## src/rtl/multi_cycle_controller.sv

```systemverilog
// Main control FSM for the multi-cycle RV32I core: sequences fetch/decode/execute/memory/writeback.
// Latency: 2..5 cycles per instruction (lw 5, sw/R/I/jal 4, beq 3, illegal 2); outputs valid every cycle.
// Backpressure: none; memory is single-cycle and the FSM advances on every rising edge.
//
// Ports:
//   i_clk, i_arst          core clock, asynchronous active-high reset (forces FETCH immediately)
//   i_opcode               instruction_q[6:0], sampled only in DECODE and MEMADR
//   i_zeroFlag             ALU zero flag, qualifies the PC write in BEQ
//   o_pcWrite/o_irWrite/o_regWrite/o_memWrite   state-element enables
//   o_adrSrc/o_resultSrc/o_aluSrcA/o_aluSrcB/o_aluOp   datapath mux selects and ALU steering
//   o_retire               one-cycle pulse in the last state of each legal instruction
//   o_illegal              one-cycle pulse in DECODE for an unsupported opcode
module multi_cycle_controller (
    input  logic       i_clk,
    input  logic       i_arst,
    input  logic [6:0] i_opcode,
    input  logic       i_zeroFlag,
    output logic       o_pcWrite,
    output logic       o_adrSrc,
    output logic       o_memWrite,
    output logic       o_irWrite,
    output logic [1:0] o_resultSrc,
    output logic [1:0] o_aluSrcA,
    output logic [1:0] o_aluSrcB,
    output logic [1:0] o_aluOp,
    output logic       o_regWrite,
    output logic       o_retire,
    output logic       o_illegal
);

    localparam logic [6:0] OP_LW    = 7'b0000011;
    localparam logic [6:0] OP_SW    = 7'b0100011;
    localparam logic [6:0] OP_RTYPE = 7'b0110011;
    localparam logic [6:0] OP_ITYPE = 7'b0010011;
    localparam logic [6:0] OP_JAL   = 7'b1101111;
    localparam logic [6:0] OP_BEQ   = 7'b1100011;

    typedef enum logic [3:0] {
        S_FETCH    = 4'd0,
        S_DECODE   = 4'd1,
        S_MEMADR   = 4'd2,
        S_MEMREAD  = 4'd3,
        S_MEMWB    = 4'd4,
        S_MEMWRITE = 4'd5,
        S_EXECUTER = 4'd6,
        S_EXECUTEI = 4'd7,
        S_ALUWB    = 4'd8,
        S_JAL      = 4'd9,
        S_BEQ      = 4'd10
    } state_t;

    // Registered copy of the Moore decode. pc_update and branch are kept
    // separate so the BEQ PC write can be qualified by the live zero flag.
    typedef struct packed {
        logic       pc_update;
        logic       branch;
        logic       adr_src;
        logic       mem_write;
        logic       ir_write;
        logic [1:0] result_src;
        logic [1:0] alu_src_a;
        logic [1:0] alu_src_b;
        logic [1:0] alu_op;
        logic       reg_write;
        logic       retire;
    } ctrl_t;

    state_t state_q, state_d;
    ctrl_t  ctrl_q, ctrl_d;
    logic   opcode_legal;
    logic   state_valid;

    // Per-state control decode; anything not listed stays 0.
    function automatic ctrl_t ctrl_for(input state_t s);
        ctrl_t c;
        c = '0;
        case (s)
            S_FETCH: begin
                c.adr_src    = 1'b0;
                c.ir_write   = 1'b1;
                c.alu_src_a  = 2'b00;
                c.alu_src_b  = 2'b10;
                c.alu_op     = 2'b00;
                c.result_src = 2'b10;
                c.pc_update  = 1'b1;
            end
            S_DECODE: begin
                // oldPc + imm lands in the ALU output register as the branch/jump target
                c.alu_src_a = 2'b01;
                c.alu_src_b = 2'b01;
                c.alu_op    = 2'b00;
            end
            S_MEMADR: begin
                c.alu_src_a = 2'b10;
                c.alu_src_b = 2'b01;
                c.alu_op    = 2'b00;
            end
            S_MEMREAD: begin
                c.result_src = 2'b00;
                c.adr_src    = 1'b1;
            end
            S_MEMWB: begin
                c.result_src = 2'b01;
                c.reg_write  = 1'b1;
                c.retire     = 1'b1;
            end
            S_MEMWRITE: begin
                c.result_src = 2'b00;
                c.adr_src    = 1'b1;
                c.mem_write  = 1'b1;
                c.retire     = 1'b1;
            end
            S_EXECUTER: begin
                c.alu_src_a = 2'b10;
                c.alu_src_b = 2'b00;
                c.alu_op    = 2'b10;
            end
            S_EXECUTEI: begin
                c.alu_src_a = 2'b10;
                c.alu_src_b = 2'b01;
                c.alu_op    = 2'b10;
            end
            S_ALUWB: begin
                c.result_src = 2'b00;
                c.reg_write  = 1'b1;
                c.retire     = 1'b1;
            end
            S_JAL: begin
                // oldPc + 4 is the link value; the PC takes the DECODE target
                c.alu_src_a  = 2'b01;
                c.alu_src_b  = 2'b10;
                c.alu_op     = 2'b00;
                c.result_src = 2'b00;
                c.pc_update  = 1'b1;
            end
            S_BEQ: begin
                c.alu_src_a  = 2'b10;
                c.alu_src_b  = 2'b00;
                c.alu_op     = 2'b01;
                c.result_src = 2'b00;
                c.branch     = 1'b1;
                c.retire     = 1'b1;
            end
            default: c = '0;
        endcase
        return c;
    endfunction

    always_comb begin
        opcode_legal = 1'b0;
        case (i_opcode)
            OP_LW, OP_SW, OP_RTYPE, OP_ITYPE, OP_JAL, OP_BEQ: opcode_legal = 1'b1;
            default:                                          opcode_legal = 1'b0;
        endcase
    end

    always_comb begin
        state_d = S_FETCH;
        case (state_q)
            S_FETCH: state_d = S_DECODE;
            S_DECODE: begin
                case (i_opcode)
                    OP_LW, OP_SW: state_d = S_MEMADR;
                    OP_RTYPE:     state_d = S_EXECUTER;
                    OP_ITYPE:     state_d = S_EXECUTEI;
                    OP_JAL:       state_d = S_JAL;
                    OP_BEQ:       state_d = S_BEQ;
                    default:      state_d = S_FETCH;
                endcase
            end
            // Only lw and sw reach MEMADR, so the store opcode alone picks the path.
            S_MEMADR:   state_d = (i_opcode == OP_SW) ? S_MEMWRITE : S_MEMREAD;
            S_MEMREAD:  state_d = S_MEMWB;
            S_EXECUTER: state_d = S_ALUWB;
            S_EXECUTEI: state_d = S_ALUWB;
            S_JAL:      state_d = S_ALUWB;
            S_MEMWB, S_MEMWRITE, S_ALUWB, S_BEQ: state_d = S_FETCH;
            default:    state_d = S_FETCH;
        endcase
    end

    // Decoding the next state lets the outputs come straight from flops.
    always_comb begin
        ctrl_d = '0;
        ctrl_d = ctrl_for(state_d);
    end

    always_ff @(posedge i_clk or posedge i_arst) begin
        if (i_arst) begin
            state_q <= S_FETCH;
            ctrl_q  <= ctrl_for(S_FETCH);
        end else begin
            state_q <= state_d;
            ctrl_q  <= ctrl_d;
        end
    end

    // An upset into an unused encoding must not leave stale enables driving
    // the datapath; mask everything until the FSM recovers to FETCH.
    always_comb begin
        state_valid = 1'b0;
        case (state_q)
            S_FETCH, S_DECODE, S_MEMADR, S_MEMREAD, S_MEMWB, S_MEMWRITE,
            S_EXECUTER, S_EXECUTEI, S_ALUWB, S_JAL, S_BEQ: state_valid = 1'b1;
            default:                                       state_valid = 1'b0;
        endcase
    end

    assign o_pcWrite   = state_valid & (ctrl_q.pc_update | (ctrl_q.branch & i_zeroFlag));
    assign o_adrSrc    = state_valid & ctrl_q.adr_src;
    assign o_memWrite  = state_valid & ctrl_q.mem_write;
    assign o_irWrite   = state_valid & ctrl_q.ir_write;
    assign o_resultSrc = ctrl_q.result_src & {2{state_valid}};
    assign o_aluSrcA   = ctrl_q.alu_src_a & {2{state_valid}};
    assign o_aluSrcB   = ctrl_q.alu_src_b & {2{state_valid}};
    assign o_aluOp     = ctrl_q.alu_op & {2{state_valid}};
    assign o_regWrite  = state_valid & ctrl_q.reg_write;
    assign o_retire    = state_valid & ctrl_q.retire;
    // The IR is stable throughout DECODE, so this is a clean one-cycle pulse.
    assign o_illegal   = (state_q == S_DECODE) & ~opcode_legal;

endmodule

```

## config.mk

```make
export PLATFORM = sky130hd
export DESIGN_NAME = multi_cycle_controller
export DESIGN_NICKNAME = d
export VERILOG_FILES = /design/src/rtl/multi_cycle_controller.sv
export SDC_FILE = /design/constraint.sdc
export NUM_CORES = 1
export LEC_CHECK = 0
export ABC_AREA = 1
export ABC_CLOCK_PERIOD_IN_PS = 1600
export CAP_MARGIN = 0
export CORE_MARGIN = 2
export CORE_UTILIZATION = 48
export DETAILED_ROUTE_END_ITERATION = 8
export PLACE_DENSITY = 0.74
export SETUP_SLACK_MARGIN = 0.3
export SLEW_MARGIN = 15
export SYNTH_ARGS = -nofsm -noshare
export SYNTH_HDL_FRONTEND = slang
export SYNTH_SLANG_ARGS = --single-unit
```

## constraint.sdc

```tcl
create_clock -name i_clk -period 1.6 [get_ports i_clk]
set_input_delay 0.48 -clock i_clk [delete_from_list [all_inputs] [get_ports i_clk]]
set_output_delay 0.48 -clock i_clk [all_outputs]
set_load 0.01 [all_outputs]
```

==> results of run 1 <==
repair_timing:
action / CTS
resized for setup: 146
setup endpoints to repair: 30
pin swaps: 30
cloned: 1
buffers inserted: 13
hold buffers: 0
endpoints found under the hold margin: 0
Yosys cell counts, drive strengths merged:
library cell | n | area share (%)
nand2 | 31 | 14
clkinv | 1 | 0.37
o211ai | 1 | 0.74
nor2 | 35 | 17
dfrtp | 15 | 37
dfstp | 3 | 7.8
inv | 35 | 13
nor3 | 2 | 0.99
o21ai | 3 | 1.5
or2 | 1 | 0.62
buf | 2 | 1.2
nand3 | 7 | 4.5
a21oi | 2 | 0.99
kinds of logic after synthesis:
group           share of synthesized area [%]
buf+inv                                 14.60
compound gates                          3.218
flops                                   44.93
simple gates                            37.25
through the flow:
stage,cells,hold slack (ns),setup TNS [ns]
CTS,231,0.5115,-5.488
detailed placement,213,0.6817,-10.73
global placement,213,0.6750,-10.01
floorplan,138,0.4164,0
==> flow_summary.yaml, run 1 <==
synthesis:
  syn-cell-area_um2: 1011
  synthDistinctLibCells: 21
  synth_sequential_area_ratio_pct: 44.93
  ys_seq_elements: 18
  net_count_of_the_mapped_netlist: 148
  synth_cells: 138
  post_synth.cell_area_avg_um2: 7.326
  synth_warnings: 0
place:
  place_hpwl_um: 1633
  place.gp.congestion: 0.8446
  place_area_um2: 1523
  io_buffers: 24
  detailedPlace.worstSlack_ns: -0.7927
cts:
  cts.root.buffer_cell: "sky130_fd_sc_hd__clkbuf_4"
  h-tree-depth: 1
  clock_sinks: 18
  cts_inserted_buffers: 3
  clockBufferDepth: 2
floorplanning:
  die_height_um: 49.90
  pin_count: 25
  rows: 16
  die_x_um: 49.90
  start_util_pct: 51.01
status:
  failed_at: "5_1_grt"
  status: "aborted with a tool error"
  tool.error: "[ERROR DPL-0038] Utilization greater than 100%, impossible to legalize"
timing:
  worst_ep_kind: "output port"
  postGrtWorstEndpoint: "o_resultSrc[0]"
global_route:
  grt_max_degree: 19
==> inputs of run 2 (changes only) <==
--- a/config.mk
+++ b/config.mk
@@ -8,11 +8,10 @@
 export ABC_AREA = 1
 export ABC_CLOCK_PERIOD_IN_PS = 1600
 export CAP_MARGIN = 0
-export CORE_MARGIN = 2
-export CORE_UTILIZATION = 48
+export CORE_AREA = 2 2 63 65
 export DETAILED_ROUTE_END_ITERATION = 8
-export PLACE_DENSITY = 0.74
-export SETUP_SLACK_MARGIN = 0.3
+export DIE_AREA = 0 0 65 67
+export PLACE_DENSITY_LB_ADDON = 0.15
 export SLEW_MARGIN = 15
 export SYNTH_ARGS = -nofsm -noshare
 export SYNTH_HDL_FRONTEND = slang
==> flow_summary.yaml, run 2 <==
route:
  wirelength_um: 2392
  drc: 0
  first_pass_iters: 2
  routed_wire_length_per_instance_um: 9.844
  drt_initial_violations: 8
  antenna_violating_nets_post_route: 0
  vias: 983
  avgViaCountPerCell: 4.045
synthesis:
  synth_edf_count: 0
  async_reset_ff_share_pct: 100.0
  netlist_top_cells_count: "29 x sky130_fd_sc_hd__inv_1, 25 x sky130_fd_sc_hd__nor2_1, 24 x sky130_fd_sc_hd__nand2_1"
  net_count_of_the_mapped_netlist: 148
  synth.most_common_cell: "sky130_fd_sc_hd__inv_1"
  synth_warnings: 0
  syn-cell-area_um2: 1011
  top_post_synthesis_cells_by_area: "sky130_fd_sc_hd__dfrtp_1 37%, sky130_fd_sc_hd__inv_1 11%, sky130_fd_sc_hd__nor2_1 9.3%"
  synth_top_area_share_pct: 37.13
  ys_dominant_reg_cell: "sky130_fd_sc_hd__dfrtp_1"
  synth_sequential_area_ratio_pct: 44.93
  synth_cells: 138
  ys_seq_elements: 18
  synthDistinctLibCells: 21
  synth.largest_area_cell: "sky130_fd_sc_hd__dfrtp_1"
  post_synth.cell_area_avg_um2: 7.326
setup_path:
  worst_path_fanout_max: 4
  critical_path_end_type: "primary output"
  setup_cp_type: "register to primary output"
  cp_data_arrival_time_ns: 1.32
  critPathLaunchType: "register"
  worst_ep_required_time_ns: 1.12
place:
  detailedPlace.worstSlack_ns: -0.8172
  io_buffers: 24
  place.gp.congestion: 0.8301
  place_area_um2: 1471
  place_hpwl_um: 1695
  numPlacedInstances: 231
floorplanning:
  pin_count: 25
  core_region_area_um2: 3606
  start_util_pct: 28.04
  die_height_um: 67
  rows: 22
  die_x_um: 65
  floorplan.die_area_um2: 4355
timing:
  final_report_setup_violation_count: 15
  timing.final.crit_share_pct: 112.6
  worstMarginPinSlew_ns: 0.2315
  timing.final.hold_violations: 0
  fin_worst_skew_ns: 0.002783
  post-route-worst-setup-slack_ns: -0.2013
  setup_tns_ns: -2.793
  timing.max_slew.rel_slack_pct: 84.57
  finalMaxSlewViolations: 0
  fmaxAchievable_mhz: 555.1
  fin_crit_ns: 1.801
  grt_setup_unrepaired: "yes"
cts:
  cts_inserted_buffers: 3
  worst_setup_hold_path_clk_slew_ns: 0.07
  clock_latency_ns: 0.25
  h-tree-depth: 1
  clockBufferDepth: 2
  clock_sinks: 18
  tritoncts: "done"
  cts.root.buffer_cell: "sky130_fd_sc_hd__clkbuf_8"
power_and_ir_drop:
  power.leakage_uw: 0.0009207
  seqPwrFrac_pct: 32.0
  p_sw_uw: 667.1
  p_per_area_nw_per_um2: 1138
  switching_share_pct: 34.95
  internal_power_uw: 1242
  clock_power_share_pct: 19.4
  vdd.ir_drop.worst_mv: 0.3622
  share_comb_of_total_power_pct: 48.7
finish:
  mostFrequentLayoutCell: "sky130_fd_sc_hd__buf_4"
  max_reg_flops: 14
  design_area_um2: 1678
  antenna_cells: 0
  final_nets: 206
  syn_to_final_growth_pct: 65.97
  most-common-layout-cells: "28 x sky130_fd_sc_hd__buf_4, 27 x sky130_fd_sc_hd__inv_1, 16 x sky130_fd_sc_hd__nor2_2"
  post_layout_nonfiller_instances: 243
  max_flop_register: "ctrl_q"
  reg.largest.list: "ctrl_q: 14 flops, state_q: 4 flops"
  final_util_pct: 46.53
  post_route_cells_drive_above_1_share_pct: 61.03
global_route:
  grt.total_usage_pct: 12.23
  grt_pass1_vias: 963
  grt.overflow.total: 0
  grt_pass1_wl_um: 4064
  grt_max_degree: 19
  antenna_found_initial: 0
hold_path:
  hold_path_class: "input pin to async pin"
flow_run:
  cap_viol_max_count: 0
status:
  status: "finished, violations left"
  violations_in_the_final_reports: "setup timing"
-- run 2: cell counts after synthesis --
No cell type changed its count.
-- run 2: routing by layer --
metal	vias up	GRT usage [%]	wire length, um
met5	-	0	0
met4	0	7.181	59
met3	6	1.858	83
met2	22	21.91	1241
met1	443	13.71	1007
li1	512	-	-
-- run 2: cell type report --
class | count | area, um^2
fillers | 360 | 1928
multi-input cells | 82 | 553.0
clock buffers | 4 | 55.05
inverters | 36 | 137.6
well taps | 48 | 60.06
flip-flops and latches | 18 | 455.4
repair buffers | 55 | 416.7
-- run 2: path summary, 6_finish.rpt --
kind	start	to	slack, ns	cells past startpoint
setup / recovery	state_q[1]	o_aluOp[0]	-0.20	7
hold / removal	i_arst	state_q[3]	0.55	3
setup reg to reg	state_q[1]	ctrl_q[14]	0.08	10
hold reg to reg	state_q[0]	ctrl_q[12]	0.72	4
max in group asynchronous	i_arst	ctrl_q[10]	0.80	3
min in group i_clk	state_q[0]	ctrl_q[12]	0.72	4
-- run 2: power by group through the flow --
stage | combinational [uW] | sequential (uW) | clock [uW]
final | 929 | 610 | 369
after global routing | 1020 | 623 | 400
after CTS | 814 | 609 | 374
after detailed placement | 820 | 615 | 0
after global placement | 819 | 615 | 0
after floorplan | 429 | 616 | 0
-- run 2: logic make-up (layout without fill, tap and decap cells) --
logic type / Yosys count / count (layout) / synth area share, %
AND/OR/NAND/NOR: 76 / 76 / 37.25
AO/OA/AOI/OAI: 6 / 6 / 3.218
flip-flops: 18 / 18 / 44.93
buffers and inverters: 38 / 95 / 14.60
-- run 2: worst max-delay path, cell delays in order (launching register included) --
cell and delay, ns:
sky130_fd_sc_hd__dfrtp_1 0.36, sky130_fd_sc_hd__nand2_2 0.08, sky130_fd_sc_hd__inv_2 0.08, sky130_fd_sc_hd__nor2_4 0.04, sky130_fd_sc_hd__nor2_4 0.17, sky130_fd_sc_hd__buf_6 0.16
sky130_fd_sc_hd__nor2_1 0.04, sky130_fd_sc_hd__buf_2 0.13
-- run 2: what timing repair did --
item | 4_1_cts | 5_1_grt
setup buffers | 8 | 2
resized for setup | 117 | 25
pin swaps | 23 | 11
setup endpoints to repair | 25 | 19
gates cloned | 0 | 1
hold buffers | 0 | 0
-- run 2: per-stage QoR --
stage          power [uW]  hold slack, ns
3_3_place_gp         1434          0.6830
2_1_floorplan        1046          0.4164
5_1_grt              2039          0.5830
3_5_place_dp         1435          0.6746
6_report             1909          0.5452
4_1_cts              1796          0.5621
Power figures use the tool's default switching activity.
==> inputs of run 3 (changes only) <==
--- a/config.mk
+++ b/config.mk
@@ -9,6 +9,7 @@
 export ABC_CLOCK_PERIOD_IN_PS = 1600
 export CAP_MARGIN = 0
 export CORE_AREA = 2 2 63 65
+export CTS_CLUSTER_DIAMETER = 100
 export DETAILED_ROUTE_END_ITERATION = 8
 export DIE_AREA = 0 0 65 67
 export PLACE_DENSITY_LB_ADDON = 0.15
==> results of run 3 <==
No change in the layout: final DEF, timing and power equal those of run 2.
